**src/rtl/store_buffer_pkg.sv**
```systemverilog
// Shared types and sizing for the store buffer: entry states, entry record, pointer widths.
package sb_pkg;

  localparam int SB_DEPTH = 8;
  localparam int SB_IDX_W = 3;
  localparam int SB_PTR_W = 4;

  typedef enum logic [1:0] {
    SB_FREE      = 2'd0,
    SB_ALLOC     = 2'd1,
    SB_READY     = 2'd2,
    SB_COMMITTED = 2'd3
  } sb_state_e;

  typedef struct packed {
    logic [31:0] addr;
    logic [31:0] data;
    logic [3:0]  be;
    sb_state_e   state;
  } sb_entry_t;

  // An entry holds a known address/data once the AGU has filled it.
  function automatic logic sb_is_filled(sb_state_e s);
    return (s == SB_READY) || (s == SB_COMMITTED);
  endfunction

endpackage

```
**src/rtl/store_buffer_fwd.sv**
```systemverilog
// Store-to-load forwarding search: youngest filled entry whose word address matches the load.
module store_buffer_fwd
  import sb_pkg::*;
(
  input  sb_entry_t [SB_DEPTH-1:0] i_entries,
  input  logic [SB_PTR_W-1:0]      i_head,
  input  logic [SB_PTR_W-1:0]      i_tail,
  input  logic [31:0]              i_ld_addr,
  output logic                     o_hit,
  output logic                     o_stall,
  output logic [31:0]              o_data
);

  logic [SB_PTR_W-1:0] w_count;
  logic [SB_IDX_W-1:0] w_idx;
  logic                w_found;
  logic [31:0]         w_sel_data;
  logic [3:0]          w_sel_be;
  logic                w_unused_bits;

  assign w_count = i_tail - i_head;

  // Walk oldest to youngest so a later match overrides an earlier one.
  always_comb begin
    w_idx      = '0;
    w_found    = 1'b0;
    w_sel_data = '0;
    w_sel_be   = '0;
    for (int i = 0; i < SB_DEPTH; i++) begin
      w_idx = i_head[SB_IDX_W-1:0] + SB_IDX_W'(i);
      if ((SB_PTR_W'(i) < w_count) && sb_is_filled(i_entries[w_idx].state) &&
          (i_entries[w_idx].addr[31:2] == i_ld_addr[31:2])) begin
        w_found    = 1'b1;
        w_sel_data = i_entries[w_idx].data;
        w_sel_be   = i_entries[w_idx].be;
      end
    end
  end

  always_comb begin
    w_unused_bits = ^i_ld_addr[1:0];
    for (int i = 0; i < SB_DEPTH; i++) begin
      w_unused_bits = w_unused_bits ^ (^i_entries[i].addr[1:0]);
    end
  end

  assign o_hit   = w_found && (w_sel_be == 4'hF);
  assign o_stall = w_found && (w_sel_be != 4'hF);
  assign o_data  = o_hit ? w_sel_data : 32'h0;

endmodule

```
**src/rtl/store_buffer.sv**
```systemverilog
// 8-entry in-order store buffer: allocate, AGU fill, in-order commit, drain to memory.
// Optional load forwarding is enabled by defining SB_FWD_EN.
module store_buffer
  import sb_pkg::*;
(
  input  logic                clk,
  input  logic                rst_n,
  input  logic                alloc_req,
  output logic                alloc_ok,
  output logic [SB_IDX_W-1:0] alloc_num,
  input  logic                agu_wen,
  input  logic [SB_IDX_W-1:0] agu_num,
  input  logic [31:0]         agu_addr,
  input  logic [31:0]         agu_data,
  input  logic [3:0]          agu_be,
  input  logic                write1,
  input  logic [SB_IDX_W-1:0] sbnum1,
  input  logic                write2,
  input  logic [SB_IDX_W-1:0] sbnum2,
  input  logic                flush,
  output logic                mem_req,
  output logic [31:0]         mem_addr,
  output logic [31:0]         mem_data,
  output logic [3:0]          mem_be,
  input  logic                mem_ack,
  output logic                sb_full,
  output logic                sb_empty,
  input  logic [31:0]         ld_addr,
  output logic                fwd_hit,
  output logic                fwd_stall,
  output logic [31:0]         fwd_data
);

  sb_entry_t [SB_DEPTH-1:0] r_ent;
  sb_entry_t [SB_DEPTH-1:0] w_ent_nxt;
  logic [SB_PTR_W-1:0]      r_head, r_cptr, r_tail;
  logic [SB_PTR_W-1:0]      w_head_nxt, w_cptr_nxt, w_tail_nxt;
  logic [SB_IDX_W-1:0]      w_head_idx, w_cptr_idx, w_tail_idx, w_c2_tgt;
  logic                     w_c1_ok, w_c2_ok, w_agu_ok, w_drain;
  logic [SB_PTR_W-1:0]      w_n_commit;

  assign w_head_idx = r_head[SB_IDX_W-1:0];
  assign w_cptr_idx = r_cptr[SB_IDX_W-1:0];
  assign w_tail_idx = r_tail[SB_IDX_W-1:0];

  // Full/empty come from registered pointers only, so a same-cycle drain never frees a slot early.
  assign sb_empty  = (r_head == r_tail);
  assign sb_full   = (w_head_idx == w_tail_idx) && (r_head[SB_PTR_W-1] != r_tail[SB_PTR_W-1]);
  assign alloc_ok  = alloc_req && !sb_full && !flush;
  assign alloc_num = w_tail_idx;

  assign mem_req  = (r_ent[w_head_idx].state == SB_COMMITTED);
  assign mem_addr = r_ent[w_head_idx].addr;
  assign mem_data = r_ent[w_head_idx].data;
  assign mem_be   = r_ent[w_head_idx].be;
  assign w_drain  = mem_req && mem_ack;

  // Second mark targets cptr+1 when paired with a first mark, otherwise cptr itself.
  assign w_c2_tgt   = write1 ? (w_cptr_idx + 3'd1) : w_cptr_idx;
  assign w_c1_ok    = write1 && (sbnum1 == w_cptr_idx) && (r_ent[sbnum1].state == SB_READY);
  assign w_c2_ok    = write2 && (!write1 || w_c1_ok) && (sbnum2 == w_c2_tgt) &&
                      (r_ent[sbnum2].state == SB_READY);
  assign w_n_commit = SB_PTR_W'(w_c1_ok) + SB_PTR_W'(w_c2_ok);
  assign w_agu_ok   = agu_wen && !flush && (r_ent[agu_num].state == SB_ALLOC);

  // NOTE: always_comb builds next state with blocking assignments in a fixed order
  // (commit, fill, drain, flush, alloc); later steps see earlier results.
  always_comb begin
    w_ent_nxt  = r_ent;
    w_cptr_nxt = r_cptr + w_n_commit;
    w_head_nxt = r_head;
    w_tail_nxt = r_tail;
    if (w_c1_ok) w_ent_nxt[sbnum1].state = SB_COMMITTED;
    if (w_c2_ok) w_ent_nxt[sbnum2].state = SB_COMMITTED;
    if (w_agu_ok) begin
      w_ent_nxt[agu_num].addr  = agu_addr;
      w_ent_nxt[agu_num].data  = agu_data;
      w_ent_nxt[agu_num].be    = agu_be;
      w_ent_nxt[agu_num].state = SB_READY;
    end
    if (w_drain) begin
      w_ent_nxt[w_head_idx].state = SB_FREE;
      w_head_nxt = r_head + 4'd1;
    end
    if (flush) begin
      for (int i = 0; i < SB_DEPTH; i++) begin
        if ((w_ent_nxt[i].state == SB_ALLOC) || (w_ent_nxt[i].state == SB_READY)) begin
          w_ent_nxt[i].state = SB_FREE;
        end
      end
      w_tail_nxt = w_cptr_nxt;
    end else if (alloc_ok) begin
      w_ent_nxt[w_tail_idx].state = SB_ALLOC;
      w_tail_nxt = r_tail + 4'd1;
    end
  end

  // NOTE: the entry array is reset as a whole so the drain-port data outputs read 0 out of reset.
  always_ff @(posedge clk or negedge rst_n) begin
    if (!rst_n) begin
      r_ent  <= '0;
      r_head <= '0;
      r_cptr <= '0;
      r_tail <= '0;
    end else begin
      r_ent  <= w_ent_nxt;
      r_head <= w_head_nxt;
      r_cptr <= w_cptr_nxt;
      r_tail <= w_tail_nxt;
    end
  end

`ifdef SB_FWD_EN
  store_buffer_fwd u_fwd (
    .i_entries (r_ent),
    .i_head    (r_head),
    .i_tail    (r_tail),
    .i_ld_addr (ld_addr),
    .o_hit     (fwd_hit),
    .o_stall   (fwd_stall),
    .o_data    (fwd_data)
  );
`else
  logic w_unused_ld;
  assign w_unused_ld = ^ld_addr;
  assign fwd_hit     = 1'b0;
  assign fwd_stall   = 1'b0;
  assign fwd_data    = 32'h0;
`endif

  a_agu_target_alloc: assert property (@(posedge clk) disable iff (!rst_n)
    (agu_wen && !flush) |-> (r_ent[agu_num].state == SB_ALLOC));

  a_commit1_in_order: assert property (@(posedge clk) disable iff (!rst_n)
    write1 |-> ((sbnum1 == w_cptr_idx) && (r_ent[sbnum1].state == SB_READY)));

  a_commit2_in_order: assert property (@(posedge clk) disable iff (!rst_n)
    write2 |-> ((sbnum2 == w_c2_tgt) && (r_ent[sbnum2].state == SB_READY)));

endmodule
```
**config.mk**
```make
export PLATFORM = sky130hd
export DESIGN_NAME = store_buffer
export DESIGN_NICKNAME = d
export VERILOG_FILES = /design/src/rtl/store_buffer_pkg.sv /design/src/rtl/store_buffer_fwd.sv /design/src/rtl/store_buffer.sv
export SDC_FILE = /design/constraint.sdc
export NUM_CORES = 1
export LEC_CHECK = 0
export ABC_CLOCK_PERIOD_IN_PS = 2800
export CAP_MARGIN = 15
export CORE_AREA = 2 2 330 169
export DETAILED_ROUTE_END_ITERATION = 10
export DIE_AREA = 0 0 332 171
export GPL_TIMING_DRIVEN = 0
export HOLD_SLACK_MARGIN = 0.03
export PLACE_DENSITY = 0.73
export SYNTH_ARGS = -nofsm -noshare
export SYNTH_HDL_FRONTEND = slang
export SYNTH_SLANG_ARGS = --single-unit
```
**constraint.sdc**
```tcl
create_clock -name clk -period 2.8 [get_ports clk]
set_input_delay 0.42 -clock clk [delete_from_list [all_inputs] [get_ports clk]]
set_output_delay 0.42 -clock clk [all_outputs]
set_load 0.02 [all_outputs]
```
Word level (Yosys, flattened, before mapping)
Cells that the tools add are included.
- output and inout port bits: 109
- latch bits: 0
- input bits: 117
- bits in writable memories: 0
- memories: 0
- memory bits (read-only): 0
- register bits: 572
- logic and storage cells: 168
- bitwise gates (word level): 0
- equal/unequal tests: 25
- add/sub/neg operators: 5
- mux-type cells: 64
- $lt $le $gt $ge: 10
- divide/modulo/power cells: 0
- multiply operators: 0
- reduce and logical (&&, ||, !) cells: 29
- shifts and indexed selects: 0
- operators by type and width (cell ; number):
    $bwmux W560 ; 8
    $mux W560 ; 5
    $demux W70 S3 ; 8
    $bmux W70 S3 ; 4
    $mux W68 ; 8
    $mux W70 ; 2
    $mux W2 ; 24
    $mux W38 ; 1
    $eq A2 B2 Y1 const B ; 11
    $lt A3 B4 Y1 const B ; 5
    $eq A2 B1 Y1 const B ; 9
    $logic_and A1 B1 Y1 ; 16
    $ge A3 B1 Y1 const B ; 5
    $eq A3 B3 Y1 ; 3
    $logic_or A1 B1 Y1 ; 9
    $add A4 B1 Y4 const B ; 2
    $mux W4 ; 2
    $mux W6 ; 1
    $add A4 B2 Y4 ; 1
    $eq A4 B4 Y1 ; 1
    $add A3 B1 Y3 const B ; 1
    $logic_not A1 Y1 ; 3
    $mux W3 ; 1
    $add A1 B1 Y2 ; 1
    2 further kinds ; 2

Logic depth before layout (Yosys ltp)
Gate-level depths: netlist of the first run.
- depth in word-level cells: 20
- depth in mapped cells: 11
- depth with buffers taken out: 11

Worst setup path after synthesis of the first run
No wires, ideal clock.
- path type: in2reg
- start point: input port sbnum1[0]
- end point: register r_tail[3]
- path slack: -0.006 ns
- setup time: 0.083 ns
- cell stages on the path: 11
- data arrival time: 2.723 ns
- buffers on the path: 1
- required time: 2.717 ns
- cell sequence: buf_6 mux2_1 mux4_2 o31ai_2 nand4_2 fa_1 inv_1 and3_1 xor2_1 nand2_1 o21ai_0
- longest elaborated chain between the ends: 11
- elaborated cells between the ends (all ways): 13
- classes of those cells: 2 x add/sub; 2 x eq/ne; 3 x mux; 6 x reduce/logical
- RTL lines (item ; line ; source):
    start: declaration ; store_buffer.sv:17 ; input logic [SB_IDX_W-1:0] sbnum1,
    $bmux W70 S3 ; store_buffer.sv:60 ; assign w_c1_ok = write1 && (sbnum1 == w_cptr_idx) && (r_ent[sbnum1].state == SB_READY);
    $mux W2 (not written as such) ; store_buffer.sv:60 ;
    $eq A2 B2 Y1 ; store_buffer.sv:60 ;
    $logic_and A1 B1 Y1 (*) ; store_buffer.sv:60 ;
    $logic_or A1 B1 Y1 ; store_buffer.sv:61 ; assign w_c2_ok = write2 && (!write1 || w_c1_ok) && (sbnum2 == w_c2_tgt) &&
    $logic_and A1 B1 Y1 (3 in series) ; store_buffer.sv:61 ;
    $add A1 B1 Y2 (*) ; store_buffer.sv:63 ; assign w_n_commit = SB_PTR_W'(w_c1_ok) + SB_PTR_W'(w_c2_ok);
    $add A4 B2 Y4 (*) ; store_buffer.sv:70 ; w_cptr_nxt = r_cptr + w_n_commit;
    via w_cptr_nxt[3] ; store_buffer.sv:37 ; logic [SB_PTR_W-1:0] w_head_nxt, w_cptr_nxt, w_tail_nxt;
    $mux W4 (*) ; store_buffer.sv:85 ; if (flush) begin
    end signal: assignment ; store_buffer.sv:109 ; r_tail <= w_tail_nxt;
    end: declaration ; store_buffer.sv:36 ; logic [SB_PTR_W-1:0] r_head, r_cptr, r_tail;
Mark *: on every way through the listed nets, which the timed path passes. The rest lies on a longest branch. The select of a mux whose other input is x is not followed.
A chain may end at the register's enable or synchronous reset.

Worst setup path in the final report of the first run
- start point: register r_head[0]
- end point: output port mem_data[17]
- longest elaborated chain between the ends: 2
- RTL lines (item ; line ; source):
    start: declaration ; store_buffer.sv:36 ;
    start signal: assignment ; store_buffer.sv:107 ; r_head <= w_head_nxt;
    $bmux W70 S3 ; store_buffer.sv:54 ; assign mem_data = r_ent[w_head_idx].data;
    $mux W70 ; n/a ;
    end: declaration ; store_buffer.sv:23 ; output logic [31:0] mem_data,
No other way between the ends. The select of a mux whose other input is x is not followed.

==> flow_summary.ini, run 1 <==
[placement]
port_buffers = 155
dpl.hpwl_um = 53930
gp_congestion = 0.8990
dp.cells = 2625

[yosys]
netlist.area_leader.share_pct = 53.70
synth_area_leaders = dfrtp_1 54%, mux2_2 26%, mux4_2 12%
synth_seq_cells = 572
ys_types = 64
yosysTopAreaCell = dfrtp_1
netlist_area_um2 = 26660
syn-instance-count = 1702
ys.flop_type = dfrtp_1
synth_area_per_cell_um2 = 15.66
yosys_warnings = 0
synthArstFlopShare_pct = 100.0
seq_area_frac_synth_pct = 53.70
synth_edf_count = 0

[timing]
finalMaxSlewViolations = 0
fmax_mhz = 339.9
fin_skew_ns = 0.02082
setup_ws_ns = -0.1421
slew_headroom_pct = 43.61
rsz0062_at_grt = yes
hold_viol = 115
fin_crit_ns = 2.942
period_share_pct = 105.1
hold-worst-slack_ns = -0.2098
setup_viol = 66
tightestPinTransition_ns = 0.8394

[power_and_ir_drop]
p_switching_uw = 5747
p_total_uw = 21880
cellLeakagePower_uw = 0.01538
p_seq_share_pct = 45.2
switching_share_pct = 26.27
power_frac_comb_pct = 20.2
ir_drop_uv = 448.1
pwr-share-clk_pct = 34.6
intPower_uw = 16130
power_density_nw_per_um2 = 667.5

[layout]
final_cell_mix = 563 x dfrtp_1, 552 x mux2_2, 141 x mux4_2
fin_cells = 2760
final_nets = 2117
area_delta_synth_final_pct = 22.93
drive_gt1_share_pct = 56.08
final_common_cell = dfrtp_1

[cts]
clk_pin_slew_worst_paths_ns = 0.07
root_buffer = clkbuf_16
cts_buffer_depth = 3
cts_sinks = 572
cts_tree = built
h-tree-depth = 2
cts_made_buffers = 50
clock_latency_ns = 0.60

[worst_setup_path]
worstSetupEndpointType = output pin
critPathMaxStageDelay_ns = 0.50
crit_top_cell = buf_6
crit_chain = buf_6 > clkbuf_16 > buf_16 > buf_6 > mux4_2 > mux2_4 > buf_6
worstSetupStartpointType = register
crit_type = reg -> out
required_ns = 2.38
path_max_fanout = 5
slowest_stage = mux4_2
cp_data_arrival_time_ns = 2.52

[floorplanning]
die_h_um = 171
io_pins = 226
design.core.area_um2 = 54340
row_count = 61
start_util_pct = 49.05
die_area_um2 = 56770
die_w_um = 332

[outcome]
status = finished with violations
violations = hold timing, setup timing

[global_routing]
grt_max_degree = 129
grt_pass1_wl_um = 119200
grt_pass1_vias = 17440
overflow = 0
track_usage_pct = 29.23
antenna_found_initial = 6

[drt]
drtIter0Drc = 1749
wl_per_cell_um = 29.86
vias = 16780
viasPerCell = 6.079
ant_nets = 0
totalWireLength_um = 82420
drtPass1Iterations = 7
drc = 0

[run]
drv_cap = 0

[min_path]
hp-class = in -> async
-- path summary, 6_finish.rpt --
path | to | startpoint | depth (start not counted) | slack [ns]
setup / recovery | mem_data[17] | r_head[0] | 7 | -0.14
hold / removal | async pin | rst_n | 1 | -0.21
setup reg to reg | r_tail[3] | r_ent[70] | 9 | -0.01
hold reg to reg | r_head[3] | r_head[3] | 1 | 0.49
max in group asynchronous | async pin | rst_n | 5 | 0.63
min in group clk | r_head[3] | r_head[3] | 1 | 0.49
-- per-layer routing --
layer	GRT usage (%)	part of all wire (%)
met1	40.10	42
met2	42.54	44
met3	12.37	11
met4	8.399	2.8
met5	0	0.030
-- what timing repair did --
action                                  CTS  global route
resized for setup                       667            91
endpoints found under the setup margin  419           537
pin swaps                                 1             5
gates cloned                             11             2
hold endpoints to repair                115           115
setup buffers                            35            10
-- cells in the mapped netlist (12+ instances only) --
library cell  count
buf_2            39
mux2_2          612
buf_1            17
clkbuf_1         55
buf_4            37
mux4_2          141
dfrtp_1         572
nor2_1           25
inv_1            12
nand2_1          28
o21ai_0          13
-- power by group through the flow --
| stage | registers (µW) | clock network, µW | logic [µW] |
|---|---|---|---|
| finish | 9890 | 7560 | 4430 |
| global route | 9990 | 8030 | 4700 |
| CTS | 9840 | 7630 | 4380 |
| detailed placement | 9980 | 0 | 4030 |
| global placement | 9950 | 0 | 3890 |
| floorplan | 9760 | 0 | 2590 |
-- worst max-delay path: cells and delay by family (launching register included) --
| kind | cells | cell delay [ns] |
|---|---|---|
| muxes | 2 | 0.79 |
| buffers and inverters | 5 | 0.69 |
| DFF | 1 | 0.44 |
-- final cells by class --
| type | instances | area, µm² |
|---|---|---|
| inverter | 12 | 45.04 |
| multi-input combinational | 1002 | 12060 |
| antenna | 5 | 12.51 |
| clock buffer | 63 | 1391 |
| timing repair buffer | 217 | 2487 |
| buffer | 140 | 1179 |
| clock inverter | 25 | 361.6 |
| fill | 4021 | 21570 |
| sequential | 572 | 14330 |
| tap | 724 | 905.9 |
-- cell families after synthesis --
| family | count (synthesis) | synth area share (%) |
|---|---|---|
| AND/OR/NAND/NOR | 117 | 2.427 |
| multiplexers | 768 | 38.36 |
| buffers and inverters | 161 | 2.999 |
| adder cells (fa/ha/maj) | 5 | 0.2629 |
| AO/OA/AOI/OAI | 61 | 1.680 |
| XOR/XNOR | 17 | 0.5585 |
| other | 1 | 0.01407 |
| flip-flops | 572 | 53.70 |
-- metrics by stage --
step                      cell area, µm²  worst slack, ns  hold WS, ns  TNS, ns  util, %
after global placement             29240           -23.14       0.4634        -    53.80
after CTS                          32630          -0.2672     -0.06938   -12.16    60.05
after global routing               32770          -0.1795      -0.1535   -8.208    60.29
final                              32770          -0.1421      -0.2098   -4.577    60.30
after detailed placement           29460           -1.387       0.4793  -545.56    54.21
after floorplan                    26780          0.01436       0.1244        0        -
(Power assumes the default switching activity.)
==> run 2: changes to the inputs <==
CTS_CLUSTER_DIAMETER = 150   (was not set)
==> results of run 2 <==
No change in the layout: final DEF, timing and power equal those of run 1.
